## config.mk

```make
export PLATFORM = sky130hd
export DESIGN_NAME = fifo_rd_stream
export DESIGN_NICKNAME = d
export VERILOG_FILES = /design/src/rtl/fifo_rd_stream_pkg.sv /design/src/rtl/fifo_rd_stream_buf.sv /design/src/rtl/fifo_rd_stream.sv
export SDC_FILE = /design/constraint.sdc
export NUM_CORES = 1
export LEC_CHECK = 0
export ABC_CLOCK_PERIOD_IN_PS = 2400
export CAP_MARGIN = 20
export CELL_PAD_IN_SITES_DETAIL_PLACEMENT = 0
export CELL_PAD_IN_SITES_GLOBAL_PLACEMENT = 1
export CORE_MARGIN = 1.5
export CORE_UTILIZATION = 45
export DETAILED_ROUTE_END_ITERATION = 16
export PLACE_DENSITY = 0.79
export SYNTH_ARGS = -nofsm -noshare
export SYNTH_HDL_FRONTEND = slang
export SYNTH_SLANG_ARGS = --single-unit
```

## constraint.sdc

```tcl
create_clock -name clk_i -period 2.4 [get_ports clk_i]
set_input_delay 0.48 -clock clk_i [delete_from_list [all_inputs] [get_ports clk_i]]
set_output_delay 0.48 -clock clk_i [all_outputs]
set_load 0.02 [all_outputs]
```

## src/rtl/fifo_rd_stream_pkg.sv

```systemverilog
// Shared constants and elaboration helpers for the fifo read-stream adapter.
package fifo_rd_stream_pkg;

  localparam int STATS_CNT_W = 32;

  function automatic int clog2(input int value);
    int r;
    r = 0;
    while ((1 << r) < value) r++;
    return r;
  endfunction

endpackage

```

## src/rtl/fifo_rd_stream_buf.sv

```systemverilog
// Circular skid storage for fifo_rd_stream: explicit-wrap pointers (any depth >= 2)
// and an occupancy count that stays put on a simultaneous write and read.
module fifo_rd_stream_buf
  import fifo_rd_stream_pkg::*;
#(
  parameter int data_word_size_g = 8,
  parameter int buf_depth_g      = 3,
  localparam int PTR_W = (clog2(buf_depth_g) < 1) ? 1 : clog2(buf_depth_g),
  localparam int CNT_W = clog2(buf_depth_g + 1)
) (
  input  logic                        clk_i,
  input  logic                        rst_i,
  input  logic                        wr_en_i,
  input  logic [data_word_size_g-1:0] wr_data_i,
  input  logic                        rd_en_i,
  output logic [data_word_size_g-1:0] rd_data_o,
  output logic [CNT_W-1:0]            count_o
);

  logic [data_word_size_g-1:0] mem_q [buf_depth_g];
  logic [PTR_W-1:0]            wr_ptr_q, rd_ptr_q;
  logic [CNT_W-1:0]            count_q, count_d;

  function automatic logic [PTR_W-1:0] ptr_inc(input logic [PTR_W-1:0] p);
    return (p == PTR_W'(buf_depth_g - 1)) ? '0 : p + PTR_W'(1);
  endfunction

  always_comb begin
    count_d = count_q;
    if (wr_en_i && !rd_en_i) begin
      count_d = count_q + CNT_W'(1);
    end else if (!wr_en_i && rd_en_i) begin
      count_d = count_q - CNT_W'(1);
    end
  end

  always_ff @(posedge clk_i or negedge rst_i) begin
    if (!rst_i) begin
      for (int i = 0; i < buf_depth_g; i++) mem_q[i] <= '0;
      wr_ptr_q <= '0;
      rd_ptr_q <= '0;
      count_q  <= '0;
    end else begin
      if (wr_en_i) begin
        mem_q[wr_ptr_q] <= wr_data_i;
        wr_ptr_q        <= ptr_inc(wr_ptr_q);
      end
      if (rd_en_i) begin
        rd_ptr_q <= ptr_inc(rd_ptr_q);
      end
      count_q <= count_d;
    end
  end

  assign rd_data_o = mem_q[rd_ptr_q];
  assign count_o   = count_q;

  // The pop credit rule should make a write into a full buffer unreachable.
  a_no_overflow: assert property (@(posedge clk_i) disable iff (!rst_i)
    wr_en_i |-> (count_q != CNT_W'(buf_depth_g)));

endmodule

```

## src/rtl/fifo_rd_stream.sv

```systemverilog
// Fifo pop interface -> valid/ready stream adapter with credit-based prefetch.
// Optional FIFO_RD_STREAM_STATS_EN adds transfer and stall counters.
module fifo_rd_stream
  import fifo_rd_stream_pkg::*;
#(
  parameter int data_word_size_g = 8,
  parameter int buf_depth_g      = 3
) (
  input  logic                        clk_i,
  input  logic                        rst_i,
  input  logic                        clk_en_i,
  input  logic                        fifo_empty_i,
  input  logic [data_word_size_g-1:0] fifo_data_i,
  output logic                        fifo_r_en_o,
  output logic [data_word_size_g-1:0] m_data_o,
  output logic                        m_valid_o,
  input  logic                        m_ready_i
`ifdef FIFO_RD_STREAM_STATS_EN
  ,
  output logic [STATS_CNT_W-1:0]      xfer_count_o,
  output logic [STATS_CNT_W-1:0]      stall_count_o
`endif
);

  localparam int CNT_W = clog2(buf_depth_g + 1);

  logic             inflight_q, inflight_d;
  logic [CNT_W-1:0] count;
  logic [CNT_W:0]   credit_used;
  logic             pop, capture, xfer;

  // Credits cover both stored and in-flight words, so m_ready_i never reaches the pop.
  assign credit_used = {1'b0, count} + (CNT_W + 1)'(inflight_q);
  assign pop         = rst_i & clk_en_i & ~fifo_empty_i
                       & (credit_used < (CNT_W + 1)'(buf_depth_g));
  assign capture     = clk_en_i & inflight_q;
  assign m_valid_o   = (count != '0);
  assign xfer        = clk_en_i & m_valid_o & m_ready_i;
  assign fifo_r_en_o = pop;

  always_comb begin
    inflight_d = inflight_q;
    if (clk_en_i) begin
      inflight_d = pop;
    end
  end

  always_ff @(posedge clk_i or negedge rst_i) begin
    if (!rst_i) begin
      inflight_q <= 1'b0;
    end else begin
      inflight_q <= inflight_d;
    end
  end

  fifo_rd_stream_buf #(
    .data_word_size_g(data_word_size_g),
    .buf_depth_g     (buf_depth_g)
  ) u_buf (
    .clk_i    (clk_i),
    .rst_i    (rst_i),
    .wr_en_i  (capture),
    .wr_data_i(fifo_data_i),
    .rd_en_i  (xfer),
    .rd_data_o(m_data_o),
    .count_o  (count)
  );

`ifdef FIFO_RD_STREAM_STATS_EN
  logic [STATS_CNT_W-1:0] xfer_cnt_q, xfer_cnt_d;
  logic [STATS_CNT_W-1:0] stall_cnt_q, stall_cnt_d;

  always_comb begin
    xfer_cnt_d  = xfer_cnt_q + STATS_CNT_W'(xfer);
    stall_cnt_d = stall_cnt_q + STATS_CNT_W'(clk_en_i & m_valid_o & ~m_ready_i);
  end

  always_ff @(posedge clk_i or negedge rst_i) begin
    if (!rst_i) begin
      xfer_cnt_q  <= '0;
      stall_cnt_q <= '0;
    end else begin
      xfer_cnt_q  <= xfer_cnt_d;
      stall_cnt_q <= stall_cnt_d;
    end
  end

  assign xfer_count_o  = xfer_cnt_q;
  assign stall_count_o = stall_cnt_q;
`endif

endmodule

```

After elaboration in Yosys (flattened, before gate mapping) --
Index checks and enable logic that the tools add are counted.
Word-level totals: flip-flop bits (word level) 31, output and inout bits 10, word-level logic and storage cells 44
Operators by class: bitwise gates (word level) 9, equality and inequality tests 2, $add $sub $neg 5, $lt $le $gt $ge 4, muxes and demuxes 10, reduce and logical (&&, ||, !) cells 7
Operator list (count):
- $bwmux 24 | 1
- $mux 8 | 3
- $bmux 8 s2 | 1
- $demux 8 s2 | 1
- $mux 2 | 4
- $add 2x1->2 const B | 3
- $and 1x1->1 | 6
- $ge 3x3->1 const B | 2
- $not 2->3 | 2
- $eq 2x2->1 const B | 2
- $reduce_bool 2->1 | 2
- $add 2x1->3 | 1
- $logic_and 1x1->1 | 3
- $lt 3x1->1 const B | 1
- $lt 3x2->1 const B | 1
- $logic_not 1->1 | 2
- $sub 2x1->2 const B | 1
- $not 1->1 | 1

Logic depth before layout (Yosys ltp) --
Gate-level depths: netlist of run 1.
depth after elaboration 6, depth in mapped cells 7

Cells and area by module --
Synthesis of run 1 repeated with hierarchy kept, for this count alone.
Unflattened totals: cells, all modules 110, area total of the unflattened synthesis 1422.6 µm²
Modules (own cells, without submodules):
- fifo_rd_stream_buf | area each 1315.0 µm², instances 1, cells each 99, seq. area each 750.7 µm²
- fifo_rd_stream | area each 107.6 µm², instances 1, cells each 11, seq. area each 25.0 µm²

Worst setup path after synthesis of run 1 --
Ideal clock, no wire load.
kind register -> output, start point register inflight_q, end point output fifo_r_en_o, stages on the path, launching flop included 4, path buffers 0, arrival time 1.607 ns, setup slack 0.313 ns, cell sequence dfrtp_1 > ha_1 > ha_1 > a2111oi_2
On the way: word-level cells in the longest chain between the ends 3
Ends and longest elaborated chain:
- start, declared | RTL line fifo_rd_stream.sv:27 | logic inflight_q, inflight_d;
- start signal, assigned | RTL line fifo_rd_stream.sv:52 | inflight_q <= inflight_d;
- $add 2x1->3 | RTL line fifo_rd_stream.sv:33 | assign credit_used = {1'b0, count} + (CNT_W + 1)'(inflight_q);
- $lt 3x2->1 | RTL line fifo_rd_stream.sv:35 | & (credit_used < (CNT_W + 1)'(buf_depth_g));
- $and 1x1->1 | RTL line fifo_rd_stream.sv:35
- end, declared | RTL line fifo_rd_stream.sv:14 | output logic fifo_r_en_o,
No other way between the ends.

Worst setup path in the final report of run 1 --
Ends and elaborated chain as after synthesis.

==> results of run 1 <==
## critical path: stages, from the launching register on
cell	delay (ns)
dfrtp_1	0.39
ha_1	0.20
ha_1	0.30
a2111oi_4	0.36
buf_4	0.20
## synthesized netlist by cell type
| cell | instances |
|---|---|
| mux2_2 | 24 |
| nor2_1 | 1 |
| xor2_1 | 2 |
| clkbuf_1 | 1 |
| mux2i_1 | 8 |
| buf_2 | 1 |
| nor3_4 | 1 |
| inv_1 | 2 |
| buf_1 | 1 |
| nand2_1 | 12 |
| o211ai_1 | 1 |
| xnor2_1 | 1 |
| a21o_2 | 1 |
| or2_2 | 1 |
| dfrtp_1 | 31 |
| clkbuf_2 | 1 |
| nand2b_1 | 1 |
| nand2_4 | 1 |
| nor2b_1 | 1 |
| nor3_1 | 1 |
| a21o_1 | 2 |
| ha_1 | 3 |
| a2111oi_2 | 1 |
| o21ai_0 | 9 |
| nand4b_2 | 2 |
## area by class of cell
class                   instances  area [um2]
multi-input cells              73         648
clock buffers                   6        51.3
inverters                       2        7.51
flip-flops and latches         31         776
repair buffers                 32         295
well taps                      44        55.1
clock inverters                 1        5.00
fillers                       269        1210
## stage by stage
step | TNS (ns) | instance area (um2) | hold slack [ns] | util (%) | setup WS (ns)
6_report | 0 | 1840 | 0.511 | 60.2 | 0.151
2_1_floorplan | 0 | 1440 | 0.184 | - | 0.313
3_5_place_dp | -0.116 | 1780 | 0.494 | 58.4 | -0.116
4_1_cts | 0 | 1820 | 0.515 | 59.7 | 0.0828
5_1_grt | 0 | 1840 | 0.534 | 60.2 | 0.0401
3_3_place_gp | -0.115 | 1780 | 0.486 | 58.4 | -0.115
## what timing repair did
item / in CTS / in global routing
hold endpoints to repair: 0 / 0
gates resized for setup: 13 / 2
endpoints found under the setup margin: 9 / 1
## cell families (layout without fill, tap and decap cells)
logic type,after synthesis,after routing,share of synthesized area [%]
AO/OA/AOI/OAI,14,14,6.36
XOR/XNOR,3,3,1.83
adder cells (fa/ha/maj),3,3,2.61
buffers and inverters,6,41,1.74
flip-flops,31,31,54.0
multiplexers,32,32,24.4
AND/OR/NAND/NOR,21,21,9.06
## state kept, by name, indices dropped and copies added, names as in the netlist
signal / cells
inflight_q: 1
u_buf.mem_q: 24
u_buf.wr_ptr_q: 2
u_buf.count_o: 2
u_buf.rd_ptr_q: 2
## layer usage
metal | vias up | global-route usage [%] | share of wire, %
met5 | - | 0 | 0
met4 | 0 | 7.62 | 1.3
met3 | 5 | 4.59 | 3.1
met2 | 17 | 28.9 | 49
met1 | 456 | 23.5 | 46
li1 | 458 | - | -
## how the worst max path moves through the flow
stage                                      start          end  slack (ns)  cells after the start
after global placement                     rst_i  fifo_r_en_o       -0.11                      4
after global routing      inflight_q$_DFFE_PN0P_  fifo_r_en_o        0.04                      4
final                     inflight_q$_DFFE_PN0P_  fifo_r_en_o        0.15                      4
after detailed placement                   rst_i  fifo_r_en_o       -0.12                      4
after floorplan           inflight_q$_DFFE_PN0P_  fifo_r_en_o        0.31                      3
after CTS                 inflight_q$_DFFE_PN0P_  fifo_r_en_o        0.08                      4
## report_power, final
group	total [mW]	internal, mW	leakage, nW	switching, mW
sequential	0.903	0.754	0.390	0.149
combinational	1.02	0.531	0.473	0.486
clock	0.307	0.136	0.0341	0.171
total	2.23	1.42	0.897	0.807
==> flow_summary_export.csv, run 1 <==
group,metric,value,unit
clocking,hold_buffers,0,
clocking,post_cts_buffers,0,
floorplan,die-area,3540,um2
critical_path,start_kind,"flip-flop",
logic_synthesis,yosysWarnings,0,
cells_and_area,layout.nets,161,
run,drv_cap,0,
timing,rsz0062_at_grt,"no",
logic_synthesis,synthTopCellsByArea,"dfrtp_1 (54%), mux2_2 (19%), mux2i_1 (5.6%)",
critical_path,cp.arrival,1.77,ns
route,wl_per_cell,14.0,um
clocking,htree_levels,2,
critical_path,r2r_start,"u_buf.count_o[0]$_DFFE_PN0P_",
critical_path,cp-end-kind,"primary output",
hold_path,hold_path.class,"reg -> reg",
placement,dp_hpwl,1860,um
logic_synthesis,synth_area,1440,um2
timing,hold_viol,0,
logic_synthesis,ys_types,25,
cells_and_area,layout-drive-gt1-share,33.8,%
floorplan,die_h,59.5,um
route,vias_per_cell,4.95,
clocking,cts_buffer_depth,2,
outcome,status,"finished clean",
critical_path,cp_data_required_time,1.92,ns
logic_synthesis,yosysTopAreaCell,"dfrtp_1",
global_route,grt_max_degree,32,
timing,tightest_slew,0.403,ns
clocking,cts_num_sinks,31,
hold_path,holdPathStages,1,
global_route,grt_first_pass_wirelength,4640,um
timing,final-setup-viol-count,0,
floorplan,io_pins,23,
cells_and_area,final_cells,189,
floorplan,die_w,59.5,um
power,p_leak,0.897,nW
critical_path,cp_max_fo,2,
timing,max_freq,445,MHz
critical_path,reg2reg_depth,6,
logic_synthesis,syn-num-nets,126,
critical_path,r2r-end,"u_buf.count_o[1]$_DFFE_PN0P_",
logic_synthesis,yosysSeqAreaShare,54.0,%
floorplan,initial_utilization,47.0,%
route,dr.first_iter.drc_count,23,
critical_path,crit_type,"reg -> out",
clocking,cts_tree,"done",
floorplan,rows,20,
clocking,cts_made_buffers,5,
hold_path,hold_end,"u_buf.mem_q[21]$_DFFE_PN0P_",
power,power_density,1210,nW/um2
placement,place.gp.congestion,0.698,
clocking,clk_pin_slew_worst_paths,0.09,ns
timing,maxSlewHeadroom,73.0,%
route,drc,0,
logic_synthesis,syn-instance-count,110,
critical_path,r2r_slack,0.79,ns
global_route,antenna_found_initial,0,
clocking,clk_latency,0.32,ns
cells_and_area,diodes,0,
logic_synthesis,synth-seq-cells,31,
route,dr.pass1.iters,3,
logic_synthesis,avgSynthCellArea,13.1,um2
placement,place_inst,182,
route,detail-route-antenna-nets,0,
global_route,grt_pass1_vias,973,
cells_and_area,syn_to_final_growth,28.0,%
global_route,grtUsageTotal,18.1,%
timing,period_minus_slack,2.25,ns
cells_and_area,final_cell_mix,"dfrtp_1 (31), mux2_2 (24), clkdlybuf4s50_1 (13)",
clocking,cts_root_buffer,"clkbuf_4",
global_route,grt_remaining_overflow,0,
timing,maxSlewViolCount,0,
route,wl,2640,um
timing,fin_worst_skew,0.00732,ns
logic_synthesis,yosysTopAreaCellShare,54.0,%
floorplan,core_area,3050,um2
power,power,2.23,mW
hold_path,min_from,"u_buf.mem_q[21]$_DFFE_PN0P_",
timing,timing.final.crit_share,93.7,%
cells_and_area,final_common_cell,"dfrtp_1",
route,dr_total_vias,936,
power,ir_drop,669,uV
placement,port_buffers,22,
(Power assumes the default switching activity.)
==> run 2, diff against run 1 <==
--- a/config.mk
+++ b/config.mk
@@ -13,6 +13,7 @@
 export CORE_UTILIZATION = 45
 export DETAILED_ROUTE_END_ITERATION = 16
 export PLACE_DENSITY = 0.79
+export SKIP_LAST_GASP = 1
 export SYNTH_ARGS = -nofsm -noshare
 export SYNTH_HDL_FRONTEND = slang
 export SYNTH_SLANG_ARGS = --single-unit
==> results of run 2 <==
Same layout as run 1: the final DEF is identical, and so are final timing and power.
Among the figures that moved: number of gates resized after CTS 13 -> 10; wire length of the first global-routing pass 4640 um -> 4620 um; via count of the first global-routing pass 973 -> 971; met1 usage 23.5% -> 23.4%
==> run 3, diff against run 2 <==
--- a/config.mk
+++ b/config.mk
@@ -13,6 +13,7 @@
 export CORE_UTILIZATION = 45
 export DETAILED_ROUTE_END_ITERATION = 16
 export PLACE_DENSITY = 0.79
+export REMOVE_ABC_BUFFERS = 1
 export SKIP_LAST_GASP = 1
 export SYNTH_ARGS = -nofsm -noshare
 export SYNTH_HDL_FRONTEND = slang
==> flow_summary_export.csv, run 3 (synthesis gave the netlist of run 1 again) <==
group,metric,value,unit
outcome,status,"finished clean",
critical_path,slowest_stage,"dfrtp_1",
clocking,clk_latency,0.32,ns
cells_and_area,largest_register_ffs,24,
route,detail-route-antenna-nets,0,
route,drc,0,
global_route,grtUsageTotal,18.7,%
global_route,antenna_found_initial,0,
cells_and_area,top_register,"u_buf.mem_q",
clocking,cts_buffer_depth,2,
run,drv_cap,0,
timing,final-setup-viol-count,0,
cells_and_area,layout.nets,161,
route,wl,2700,um
power,power_frac_seq,40.1,%
global_route,grt_remaining_overflow,0,
placement,place.gp.congestion,0.710,
timing,period_minus_slack,2.32,ns
global_route,grt_pass1_vias,1007,
power,p_int,1.47,mW
clocking,cts_made_buffers,5,
route,wl_per_cell,14.2,um
critical_path,crit_type,"reg -> out",
clocking,cts_root_buffer,"clkbuf_4",
floorplan,die-area,3540,um2
global_route,grt_first_pass_wirelength,4730,um
timing,tightest_slew,0.443,ns
clocking,htree_levels,2,
placement,port_buffers,22,
power,power_switching,0.802,mW
timing,fin_worst_skew,0.00224,ns
critical_path,r2r_start,"u_buf.count_o[0]$_DFFE_PN0P_",
power,p_clk_share,14.9,%
critical_path,cp_data_required_time,1.92,ns
power,p_sw_share,35.4,%
floorplan,rows,20,
power,combPwrFrac,45.0,%
timing,hold_viol,0,
route,vias_per_cell,4.97,
critical_path,critPathMaxStageDelay,0.41,ns
critical_path,start_kind,"flip-flop",
timing,timing.final.crit_share,96.5,%
clocking,cts_num_sinks,31,
cells_and_area,syn_to_final_growth,28.9,%
floorplan,die_h,59.5,um
floorplan,io_pins,23,
hold_path,min_from,"u_buf.mem_q[20]$_DFFE_PN0P_",
cells_and_area,final_common_cell,"dfrtp_1",
timing,maxSlewViolCount,0,
clocking,cts_tree,"done",
cells_and_area,final_cell_mix,"dfrtp_1 (30), mux2_2 (24), clkdlybuf4s50_1 (13)",
critical_path,cp-end-kind,"primary output",
cells_and_area,final_util,60.7,%
floorplan,core_area,3050,um2
power,p_leak,0.936,nW
critical_path,cp_top_family,"adder cells",
route,dr_total_vias,944,
cells_and_area,layout-drive-gt1-share,34.2,%
critical_path,path_common_cell,"ha_1",
floorplan,die_w,59.5,um
cells_and_area,diodes,0,
timing,maxSlewHeadroom,70.3,%
critical_path,cp_cell_sequence,"ha_1, ha_1, a2111oi_4, buf_2",
critical_path,cp.arrival,1.84,ns
timing,whs,0.512,ns
critical_path,path_buf_inv,1,
critical_path,cp_max_fo,2,
route,dr.pass1.iters,3,
power,ir_drop,606,uV
hold_path,hold_path.class,"reg -> reg",
route,dr.first_iter.drc_count,31,
critical_path,crit_start,"inflight_q$_DFFE_PN0P_",
placement,dp_hpwl,1840,um
timing,max_freq,432,MHz
power,power_density,1230,nW/um2
clocking,clk_pin_slew_worst_paths,0.09,ns
placement,placed_area,1770,um2
global_route,grt_max_degree,32,
floorplan,initial_utilization,47.0,%
cells_and_area,stdcell_area,1850,um2
[run 3: cell count changes in the layout (fill, tap and decap cells not counted)]
| cell | before | now |
|---|---|---|
| buf_12 | 1 | 0 |
| buf_2 | 0 | 1 |
| clkbuf_1 | 0 | 1 |
| clkbuf_8 | 1 | 2 |
| clkinv_2 | 1 | 0 |
| dfrtp_1 | 31 | 30 |
| dfrtp_2 | 0 | 1 |
| dlygate4sd2_1 | 8 | 4 |
| dlymetal6s2s_1 | 0 | 4 |
[run 3: layer usage]
metal | wire length [um] | vias up | part of all wire (%) | global-route usage (%)
li1 | - | 458 | - | -
met1 | 1270 | 464 | 47 | 24.8
met2 | 1290 | 18 | 48 | 29.4
met3 | 103 | 4 | 3.8 | 4.59
met4 | 32 | 0 | 1.2 | 7.62
met5 | 0 | - | 0 | 0
[run 3: what timing repair did]
item	4_1_cts	5_1_grt
setup endpoints to repair	8	5
resized for setup	9	6
setup buffers	0	0
hold endpoints to repair	0	0
hold buffers	0	0
[run 3: path summary, 6_finish.rpt]
| check | cells after the start | slack [ns] | endpoint |
|---|---|---|---|
| worst min register to register | 1 | 0.51 | u_buf.mem_q[20]$_DFFE_PN0P_ |
| worst max register to register | 5 | 0.73 | u_buf.count_o[1]$_DFFE_PN0P_ |
| worst min-delay path | 1 | 0.51 | u_buf.mem_q[20]$_DFFE_PN0P_ |
| max in group asynchronous | 2 | 1.49 | u_buf.rd_ptr_q[0]$_DFFE_PN0P_ |
| worst max-delay path | 4 | 0.08 | fifo_r_en_o |
| min in group asynchronous | 2 | 0.60 | inflight_q$_DFFE_PN0P_ |
[run 3: worst reg2reg max path: cells and delay by family, from the launching register on]
family	cells	cell delay, ns
adders and majority gates	1	0.34
DFF	1	0.40
AOI/OAI and AO/OA	1	0.39
buffers and inverters	1	0.16
xor gates and xnor gates	1	0.16
and+or+nand+nor	1	0.14
[run 3: area by class of cell]
class	instances	area, um2
Tap cell	44	55.1
Timing Repair Buffer	32	295
Inverter	2	7.51
Fill cell	273	1200
Clock buffer	8	68.8
Sequential cell	31	777
Multi-Input combinational cell	73	648
[run 3: power groups by stage]
| stage | Clock (mW) | Combinational (mW) | Sequential [mW] |
|---|---|---|---|
| 6_report | 0.339 | 1.02 | 0.910 |
| 5_1_grt | 0.381 | 1.12 | 0.945 |
| 4_1_cts | 0.352 | 1.03 | 0.908 |
| 3_5_place_dp | 0 | 1.07 | 0.918 |
| 3_3_place_gp | 0 | 1.05 | 0.901 |
| 2_1_floorplan | 0 | 0.600 | 0.915 |
[run 3: stage by stage]
| stage | TNS (ns) | cells | setup slack (ns) | total power, mW |
|---|---|---|---|---|
| after floorplan | 0 | 106 | 0.313 | 1.52 |
| after CTS | -0.0188 | 190 | -0.0188 | 2.29 |
| after global routing | -0.0267 | 190 | -0.0267 | 2.45 |
| after global placement | -0.112 | 182 | -0.112 | 1.95 |
| after detailed placement | -0.127 | 182 | -0.127 | 1.99 |
| final | 0 | 190 | 0.0832 | 2.27 |
